`src/rtl/uart_pkg.sv`:
```
// -----------------------------------------------------------------------------
// uart_pkg
// Shared definitions for the UART receive-side byte packer.
//   pack_state_e : packer FSM state (IDLE = no partial word, COLLECT = partial)
//   word_w()     : packed word width from byte width and bytes per word
//   idx_w()      : width of the byte index inside a word
// -----------------------------------------------------------------------------
package uart_pkg;

  typedef enum logic {
    IDLE    = 1'b0,
    COLLECT = 1'b1
  } pack_state_e;

  function automatic int word_w(input int bits, input int nbytes);
    return bits * nbytes;
  endfunction

  // Keep at least one bit so a degenerate configuration still elaborates.
  function automatic int idx_w(input int nbytes);
    return (nbytes > 1) ? $clog2(nbytes) : 1;
  endfunction

endpackage

```
`src/rtl/uart_word_fifo2.sv`:
```
// -----------------------------------------------------------------------------
// uart_word_fifo2
// Two-entry in-order word buffer between the packer and the word consumer.
// A push into a full buffer is accepted only if a pop happens in the same
// cycle; otherwise it is dropped and the stored contents stay untouched.
//
// Ports:
//   clk       in   clock, rising edge
//   rstN      in   asynchronous active-low reset (clears storage to 0)
//   push      in   request to store pushData
//   pushData  in   WIDTH-bit word to store
//   pop       in   request to remove the head word (ignored when empty)
//   headData  out  WIDTH-bit word at the head of the buffer
//   accept    out  push taken this cycle
//   full      out  both entries occupied
//   empty     out  no entries occupied
// -----------------------------------------------------------------------------
module uart_word_fifo2 #(
  parameter int WIDTH = 32
) (
  input  logic             clk,
  input  logic             rstN,
  input  logic             push,
  input  logic [WIDTH-1:0] pushData,
  input  logic             pop,
  output logic [WIDTH-1:0] headData,
  output logic             accept,
  output logic             full,
  output logic             empty
);

  logic [WIDTH-1:0] mem [2];
  logic             rd_ptr;
  logic             wr_ptr;
  logic [1:0]       count;
  logic             do_pop;
  logic             do_push;

  assign empty    = (count == 2'd0);
  assign full     = (count == 2'd2);
  assign do_pop   = pop && !empty;
  // When full, wr_ptr equals rd_ptr, so a same-cycle pop frees exactly the
  // slot the push writes into.
  assign do_push  = push && (!full || do_pop);
  assign accept   = do_push;
  assign headData = mem[rd_ptr];

  always_ff @(posedge clk or negedge rstN) begin
    if (!rstN) begin
      mem[0] <= '0;
      mem[1] <= '0;
      rd_ptr <= 1'b0;
      wr_ptr <= 1'b0;
      count  <= 2'd0;
    end else begin
      if (do_push) begin
        mem[wr_ptr] <= pushData;
        wr_ptr      <= ~wr_ptr;
      end
      if (do_pop) begin
        rd_ptr <= ~rd_ptr;
      end
      unique case ({do_push, do_pop})
        2'b10:   count <= count + 2'd1;
        2'b01:   count <= count - 2'd1;
        default: count <= count;
      endcase
    end
  end

endmodule

```
`src/rtl/uart_rx_packer.sv`:
```
// -----------------------------------------------------------------------------
// uart_rx_packer
// Packs WORD_BYTES consecutive received bytes (LSB first) into one word and
// hands completed words to a 2-entry buffer with a valid/ready interface.
// A byte flagged with a framing error throws away the partial word.
//
// Optional feature (macro UART_RX_PACKER_TIMEOUT_EN): a partial word that sees
// no new byte for TIMEOUT cycles is discarded and timeoutPulse fires for one
// cycle. Without the macro a partial word waits indefinitely and the
// timeoutPulse port does not exist.
//
// Ports:
//   clk           in   clock, rising edge
//   rstN          in   asynchronous active-low reset
//   rxData        in   received byte, qualified by rxValid
//   rxValid       in   one-cycle strobe for rxData/rxError
//   rxError       in   framing error for the byte in this strobe
//   clrErr        in   synchronous clear of the sticky flags
//   wordData      out  head-of-buffer word
//   wordValid     out  buffer non-empty
//   wordReady     in   consumer takes the head word when wordValid&wordReady
//   frameErr      out  sticky: a byte arrived with rxError=1
//   overrun       out  sticky: a completed word was dropped (buffer full)
//   busy          out  partial word in progress
//   timeoutPulse  out  (macro only) partial word discarded by timeout
// -----------------------------------------------------------------------------
module uart_rx_packer
  import uart_pkg::*;
#(
  parameter int BITS       = 8,
  parameter int WORD_BYTES = 4,
  parameter int TIMEOUT    = 1024
) (
  input  logic                       clk,
  input  logic                       rstN,
  input  logic [BITS-1:0]            rxData,
  input  logic                       rxValid,
  input  logic                       rxError,
  input  logic                       clrErr,
  output logic [BITS*WORD_BYTES-1:0] wordData,
  output logic                       wordValid,
  input  logic                       wordReady,
  output logic                       frameErr,
  output logic                       overrun,
  output logic                       busy
`ifdef UART_RX_PACKER_TIMEOUT_EN
  ,
  output logic                       timeoutPulse
`endif
);

  localparam int WORD_W = word_w(BITS, WORD_BYTES);
  localparam int IDX_W  = idx_w(WORD_BYTES);
  localparam logic [IDX_W-1:0] LAST_IDX = IDX_W'(WORD_BYTES - 1);

  if (WORD_BYTES < 2 || TIMEOUT < 1) begin : g_param_check
    $error("uart_rx_packer: WORD_BYTES must be >= 2 and TIMEOUT >= 1");
  end

  pack_state_e       state;
  pack_state_e       state_nxt;
  logic [IDX_W-1:0]  byte_idx;
  logic [IDX_W-1:0]  byte_idx_nxt;
  logic [WORD_W-1:0] asm_word;
  logic [WORD_W-1:0] asm_word_nxt;
  logic [IDX_W-1:0]  base_idx;
  logic [WORD_W-1:0] base_word;

  logic              good_byte;
  logic              bad_byte;
  logic              to_hit;

  logic              push_vld_p0;
  logic [WORD_W-1:0] push_word_p0;
  logic              fifo_accept;
  logic              fifo_full;
  logic              fifo_empty;
  logic              pop;

  assign good_byte = rxValid && !rxError;
  assign bad_byte  = rxValid && rxError;

  // A timeout that coincides with a new byte discards the old partial word
  // first, so the new byte starts a fresh word instead of being lost.
  assign base_idx  = to_hit ? '0 : byte_idx;
  assign base_word = to_hit ? '0 : asm_word;

  always_comb begin
    state_nxt    = to_hit ? IDLE : state;
    byte_idx_nxt = base_idx;
    asm_word_nxt = base_word;
    push_vld_p0  = 1'b0;
    push_word_p0 = base_word;
    push_word_p0[int'(base_idx)*BITS +: BITS] = rxData;

    if (bad_byte) begin
      state_nxt    = IDLE;
      byte_idx_nxt = '0;
      asm_word_nxt = '0;
    end else if (good_byte) begin
      if (base_idx == LAST_IDX) begin
        push_vld_p0  = 1'b1;
        state_nxt    = IDLE;
        byte_idx_nxt = '0;
        asm_word_nxt = '0;
      end else begin
        state_nxt    = COLLECT;
        byte_idx_nxt = base_idx + IDX_W'(1);
        asm_word_nxt = push_word_p0;
      end
    end
  end

  always_ff @(posedge clk or negedge rstN) begin
    if (!rstN) begin
      state    <= IDLE;
      byte_idx <= '0;
      asm_word <= '0;
    end else begin
      state    <= state_nxt;
      byte_idx <= byte_idx_nxt;
      asm_word <= asm_word_nxt;
    end
  end

  // Sticky flags: a set event in the same cycle as clrErr wins.
  always_ff @(posedge clk or negedge rstN) begin
    if (!rstN) begin
      frameErr <= 1'b0;
      overrun  <= 1'b0;
    end else begin
      if (bad_byte) begin
        frameErr <= 1'b1;
      end else if (clrErr) begin
        frameErr <= 1'b0;
      end
      if (push_vld_p0 && !fifo_accept) begin
        overrun <= 1'b1;
      end else if (clrErr) begin
        overrun <= 1'b0;
      end
    end
  end

`ifdef UART_RX_PACKER_TIMEOUT_EN
  localparam int TO_W = $clog2(TIMEOUT + 1);

  logic [TO_W-1:0] to_cnt;

  assign to_hit       = (state == COLLECT) && (to_cnt == TO_W'(TIMEOUT));
  assign timeoutPulse = to_hit;

  // Counts idle cycles of a partial word; any byte restarts the count.
  always_ff @(posedge clk or negedge rstN) begin
    if (!rstN) begin
      to_cnt <= '0;
    end else if ((state == COLLECT) && !rxValid && !to_hit) begin
      to_cnt <= to_cnt + TO_W'(1);
    end else begin
      to_cnt <= '0;
    end
  end
`else
  assign to_hit = 1'b0;
`endif

  // ---- stage p0 -> output buffer ----
  assign pop       = wordValid && wordReady;
  assign wordValid = !fifo_empty;
  assign busy      = (byte_idx != '0);

  uart_word_fifo2 #(
    .WIDTH (WORD_W)
  ) u_fifo (
    .clk      (clk),
    .rstN     (rstN),
    .push     (push_vld_p0),
    .pushData (push_word_p0),
    .pop      (pop),
    .headData (wordData),
    .accept   (fifo_accept),
    .full     (fifo_full),
    .empty    (fifo_empty)
  );

  logic unused_full;
  assign unused_full = fifo_full;

endmodule

```
`config.mk`:
```
export PLATFORM = sky130hd
export DESIGN_NAME = uart_rx_packer
export DESIGN_NICKNAME = d
export VERILOG_FILES = /design/src/rtl/uart_pkg.sv /design/src/rtl/uart_word_fifo2.sv /design/src/rtl/uart_rx_packer.sv
export SDC_FILE = /design/constraint.sdc
export NUM_CORES = 1
export LEC_CHECK = 0
export CORE_MARGIN = 4
export CORE_UTILIZATION = 30
export CTS_CLUSTER_DIAMETER = 60
export DETAILED_ROUTE_END_ITERATION = 10
export GPL_TIMING_DRIVEN = 0
export HOLD_SLACK_MARGIN = 0.03
export PLACE_DENSITY = 0.52
export SYNTH_ARGS = -nofsm -noshare
export SYNTH_HDL_FRONTEND = slang
export SYNTH_SLANG_ARGS = --single-unit
export TNS_END_PERCENT = 1
```
`constraint.sdc`:
```
create_clock -name clk -period 3.2 [get_ports clk]
set_input_delay 0.64 -clock clk [delete_from_list [all_inputs] [get_ports clk]]
set_output_delay 0.64 -clock clk [all_outputs]
set_load 0.05 [all_outputs]
```
==> results of run 1 <==
==> metal layers <==
layer  wire length (um)  GRT usage, %
met1               5430          18.2
met2               5070          20.1
met3                474          2.55
met4                159          3.90
met5                  0             0
==> stage by stage <==
step,TNS (ps),power [mW],instances,hold WS (ps)
3_3_place_gp,-241180,2.11,637,462
2_1_floorplan,0,1.89,378,344
3_5_place_dp,-45.9,2.13,638,468
6_report,0,3.18,653,341
4_1_cts,0,3.23,653,364
5_1_grt,0,3.34,653,395
==> state kept, by name, indices dropped and copies added (netlist names) <==
| name | cells |
|---|---|
| asm_word | 30 |
| u_fifo.count | 2 |
| u_fifo.mem | 64 |
| u_fifo.rd_ptr | 1 |
| frameErr | 1 |
| base_idx | 2 |
| overrun | 1 |
| u_fifo.wr_ptr | 1 |
==> power breakdown <==
part | switching, mW | internal, mW | leakage (nW) | total, mW
combinational | 0.436 | 0.268 | 1.20 | 0.704
clock | 0.453 | 0.620 | 0.141 | 1.07
sequential | 0.0442 | 1.36 | 1.41 | 1.40
total | 0.933 | 2.25 | 2.75 | 3.18
==> worst min-delay path by stage <==
stage                   start             end  slack [ps]  cells past startpoint
4_1_cts                  rstN  u_fifo.mem[41]         360                      1
3_5_place_dp   u_fifo.mem[22]  u_fifo.mem[22]         470                      1
2_1_floorplan            rstN     asm_word[0]         340                      0
5_1_grt                  rstN  u_fifo.mem[41]         400                      1
3_3_place_gp   u_fifo.mem[24]  u_fifo.mem[24]         460                      1
6_report                 rstN   u_fifo.mem[9]         340                      1
==> cell families after synthesis <==
family / synth area share, %
buf+inv: 4.26
compound gates: 9.64
xor+xnor: 0.914
flops: 53.3
fa+ha+maj: 1.57
simple gates: 7.55
mux: 22.8
==> cell usage after synthesis, types with 3 or more instances <==
library cell	instances
o2bb2ai_1	13
nand3b_1	7
buf_4	4
inv_1	27
xnor2_1	3
ha_1	6
o22ai_1	15
dfrtp_1	102
nand2_1	22
nand3_1	3
a22o_1	21
o21ai_1	4
and2_1	7
clkbuf_1	11
mux2_1	63
buf_2	4
o21ai_0	3
mux2_2	33
or3b_1	3
==> area by class of cell <==
type / instances / area share, %
clock buffers: 11 / 4.14
well taps: 211 / 4.50
multi-input cells: 227 / 34.7
flip-flops and latches: 102 / 43.6
inverters: 28 / 1.79
plain buffers: 21 / 1.86
clock inverters: 4 / 0.811
repair buffers: 49 / 8.65
==> cells in the final DEF, fill, tap and decap left out, types with 2 or more instances in the layout <==
cell type	Yosys	final
buf_1	2	2
o2bb2ai_1	13	13
or2_2	2	2
clkbuf_2	0	2
clkbuf_16	0	9
nor3b_1	2	2
clkbuf_4	0	2
o21ai_1	4	4
buf_2	4	4
a22o_1	21	21
and2_1	7	7
and3_1	2	2
o21ai_0	3	3
inv_1	27	27
clkbuf_1	11	8
clkinv_2	0	2
or3b_1	3	3
o32ai_1	2	2
nand3_1	3	3
dfrtp_1	102	102
buf_4	4	5
ha_1	6	6
xor2_1	2	2
o22ai_1	15	15
nand3b_1	7	7
mux2_2	33	33
mux2_1	63	63
nor3b_2	2	2
clkdlybuf4s50_1	0	46
nand2_1	22	22
xnor2_1	3	3
==> repair_timing <==
action                     4_1_cts  5_1_grt
gates resized for setup          8        2
buffers inserted                 0        0
setup endpoints to repair       30        1
pin swaps                        0        0
hold buffers                     0        0
==> results_dict.tcl, run 1 <==
set metrics [dict create \
    synth_nets 398 \
    drtAntennaViolNets 0 \
    syn_avg_cell_area_sq_um 12.7 \
    initial_utilization_pct 31.0 \
    cts_tree "done" \
    r2r-start "base_idx[0]" \
    power_leakage_nw 2.75 \
    crit_fanout 10 \
    drv_slew 0 \
    endpoint "wordData[20]" \
    worstPathCellList "clkbuf_1 -> clkbuf_2 -> mux2_2 -> clkdlybuf4s50_1" \
    cts_sinks 102 \
    final_core_util_pct 38.0 \
    grt.total_usage_pct 12.9 \
    worstSetupStartpointType "flip-flop" \
    arrival_ps 2430 \
    drive_above_1_share_pct 15.8 \
    ys_ff_latch 102 \
    grt_start_max_net_pins 54 \
    routed_wirelength_mm 11.1 \
    synth_ff_type "dfrtp_1" \
    htreeDepth 3 \
    startpoint "u_fifo.rd_ptr" \
    fillCellCount 1510 \
    period_minus_slack_ps 3070 \
    r2r_cells 7 \
    root_buffer "clkbuf_16" \
    synthArstFlopShare_pct 100 \
    post-route-worst-setup-slack_ps 126 \
    cp_slowest_cell "clkdlybuf4s50_1" \
    critical_path_buf_inv_count 3 \
    netlist_area_sq_um 4790 \
    placed_cell_area_sq_um 5560 \
    endpoint_kind "output port" \
    relSlewSlack_pct 53.6 \
    power.density_nw_per_um2 542 \
    clkTransAtPathRegs_ps 60 \
    synthCells 378 \
    cts_buffer_depth 2 \
    drt-pass1-iter-count 4 \
    report.final.hold_viol_count 0 \
    die_w_um 134 \
    clock_latency_ps 350 \
    place_ws_ps -45.9 \
    die_y_um 134 \
    viasPerCell 4.78 \
    hold_class "primary input to asynchronous set/reset pin" \
    synth.yosys.seq_area_share_pct 53.3 \
    design.die.area_sq_um 18100 \
    first_global_vias 3385 \
    drc 0 \
    worst_pin_slew_ps 696 \
    num_antenna_cells 0 \
    critPathKind "flip-flop to output port" \
    routedWlPerCell_um 17.1 \
    max_stage_delay_ps 720 \
    ios 50 \
    synth-edff-count 0 \
    fin_nets 458 \
    globalplace.congestion 0.761 \
    yosysTopAreaCell "dfrtp_1" \
    port_buffers 48 \
    fmaxAchievable_mhz 325 \
    reg2reg_to "u_fifo.mem[45]" \
    cp_top_family "buffers and inverters" \
    setup-violations-final 0 \
    grt_pass1_wl_mm 18.2 \
    cp_num_cells 4 \
    grt_setup_unrepaired "false" \
    multi_input_area_sq_um 2030 \
    stdcell_area_sq_um 5860 \
    run_status "finished clean" \
    routed-via-count 3124 \
    ys.warnings.count 0 \
    cts-buffers-inserted 9 \
    post-route-period-util_pct 96.1 \
    yosys-top-cells-area "dfrtp_1 (53%), mux2_1 (15%), mux2_2 (7.8%)" \
    maxCapViolations 0 \
    overflow 0 \
    r2r_slack_ps 690 \
    drtIter0Drc 112 \
    core_sq_um 15400 \
    vdd_drop_max_uv 218 \
    antenna_found_initial 0 \
    synth_cell_types 39 \
    crit_required_ps 2560 \
    dp_hpwl_mm 7.98 \
    skew_ps 6.63 \
    area_delta_synth_final_pct 22.4 \
    rows 45 \
    synth_top_cell_area_share_pct 53.3 \
    register_area_sq_um 2550 \
]
No activity file was read; power rests on OpenSTA's default activity.
==> run 2: changes to the inputs <==
CORE_ASPECT_RATIO = 0.5   (was default)
CORE_MARGIN = 2   (was 4)
==> run 2 against run 1 <==
Sequential cell count unchanged. Critical path depth unchanged. Sequential power is essentially flat. Worst setup slack got worse by 35 ps. Design area up 0.13%. Sequential share of layout area down 0.056 points. Highest routed layer unchanged. Fmax decreased by 1.1%. Cell count down 0.92%. Power down 0.49%.
==> results_dict.tcl, run 2 (synthesized netlist as in run 1, its figures left out) <==
set metrics [dict create \
    routed_wirelength_mm 10.9 \
    power_leakage_nw 2.91 \
    cp_num_cells 4 \
    p_sw_uw 968 \
    run_status "finished clean" \
    seqPwrFrac_pct 44.3 \
    initial_utilization_pct 30.9 \
    clock_latency_ps 340 \
    largest-register "u_fifo.mem" \
    fmaxAchievable_mhz 322 \
    post-route-worst-setup-slack_ps 90.5 \
    die_y_um 93.3 \
    skew_ps 9.11 \
    design.die.area_sq_um 17100 \
    critPathKind "flip-flop to output port" \
    largest_register_ffs 64 \
    setup-violations-final 0 \
    worstSetupStartpointType "flip-flop" \
    cts_tree "done" \
    largestRegisters "u_fifo.mem x64, asm_word x30" \
    period_minus_slack_ps 3110 \
    grt_pass1_wl_mm 17.7 \
    p_sw_share_pct 30.6 \
    arrival_ps 2470 \
    register_area_sq_um 2550 \
    r2r-start "base_idx[0]" \
    hold_class "primary input to asynchronous set/reset pin" \
    root_buffer "clkbuf_16" \
    tns_ps 0 \
    fillCellCount 1496 \
    drtAntennaViolNets 0 \
    fin_cells 647 \
    clkTransAtPathRegs_ps 70 \
    die_w_um 183 \
    total_power_mw 3.16 \
    ios 50 \
    worst_pin_slew_ps 718 \
    num_antenna_cells 0 \
    crit_fanout 10 \
    cts_buffer_depth 2 \
    drtIter0Drc 140 \
    core_sq_um 15500 \
    crit_required_ps 2560 \
    grt_setup_unrepaired "true" \
    port_buffers 48 \
    dp_cells 631 \
    first_global_vias 3212 \
    area_delta_synth_final_pct 22.5 \
    routedWlPerCell_um 16.9 \
    startpoint "u_fifo.rd_ptr" \
    report.final.hold_viol_count 0 \
    cp_slowest_cell "clkdlybuf4s50_1" \
    drive_above_1_share_pct 16.0 \
    multi_input_area_sq_um 2030 \
    power.density_nw_per_um2 539 \
    maxCapViolations 0 \
    cts_sinks 102 \
    critical_path_buf_inv_count 3 \
    fin_nets 458 \
    globalplace.congestion 0.805 \
    endpoint_kind "output port" \
    rows 32 \
    place_ws_ps -34.3 \
    post-route-period-util_pct 97.2 \
    max_stage_delay_ps 700 \
    layout_commonest_cell "dfrtp_1" \
    drc 0 \
    dp_hpwl_mm 7.58 \
    grt_start_max_net_pins 66 \
    cts-buffers-inserted 9 \
    worstPathCellList "clkbuf_1 -> clkbuf_4 -> mux2_2 -> clkdlybuf4s50_1" \
    comb_power_share_pct 22.3 \
    grt.total_usage_pct 13.6 \
    cp_top_family "buffers and inverters" \
    antenna_found_initial 0 \
    overflow 0 \
    hold_ws_ps 263 \
    r2r_cells 6 \
    most-common-layout-cells "dfrtp_1 (102), mux2_1 (63), clkdlybuf4s50_1 (37)" \
    drv_slew 0 \
    relSlewSlack_pct 52.1 \
    routed-via-count 3128 \
    drt-pass1-iter-count 4 \
    viasPerCell 4.83 \
    htreeDepth 3 \
    vdd_drop_max_uv 237 \
    p_int_mw 2.19 \
    clkPwrFrac_pct 33.5 \
]
-- run 2: path summary, 6_finish.rpt --
kind / to / slack, ps
max in group asynchronous: asm_word[16] / 2210
worst min register to register: u_fifo.mem[21] / 480
min in group clk: u_fifo.mem[21] / 480
worst min-delay path: u_fifo.mem[3] / 260
worst max register to register: u_fifo.mem[53] / 640
worst max-delay path: wordData[8] / 90
-- run 2: cell type report --
class                           count  share of cell area, %
Clock buffer                       12                   4.37
Sequential cell                   102                   43.5
Clock inverter                      4                  0.512
Buffer                             21                   1.81
Tap cell                          204                   4.35
Multi-Input combinational cell    227                   34.6
Inverter                           28                   1.79
Timing Repair Buffer               49                   9.02
-- run 2: repair_timing --
action | in CTS | in global routing
buffers inserted | 0 | 0
gates resized for setup | 7 | 13
hold buffers | 0 | 0
setup endpoints to repair | 30 | 28
-- run 2: metal layers --
layer / share of wire (%) / GRT usage, % / vias up
met3: 3.4 / 2.76 / 9
met4: 0.91 / 3.29 / 0
met2: 44 / 20.8 / 50
li1: - / - / 1486
met1: 52 / 19.7 / 1583
met5: 0 / 0 / -
-- run 2: power groups by stage --
stage	combinational (mW)	clock, mW	sequential (mW)
finish	0.704	1.06	1.40
global placement	0.703	0	1.42
floorplan	0.472	0	1.42
CTS	0.714	1.09	1.40
global route	0.759	1.14	1.41
detailed placement	0.707	0	1.43
-- run 2: metrics by stage --
step / cell area [sq um] / utilization (%)
2_1_floorplan: 4790 / -
3_3_place_gp: 5530 / 35.7
5_1_grt: 5870 / 37.9
6_report: 5870 / 37.9
3_5_place_dp: 5550 / 35.8
4_1_cts: 5840 / 37.7
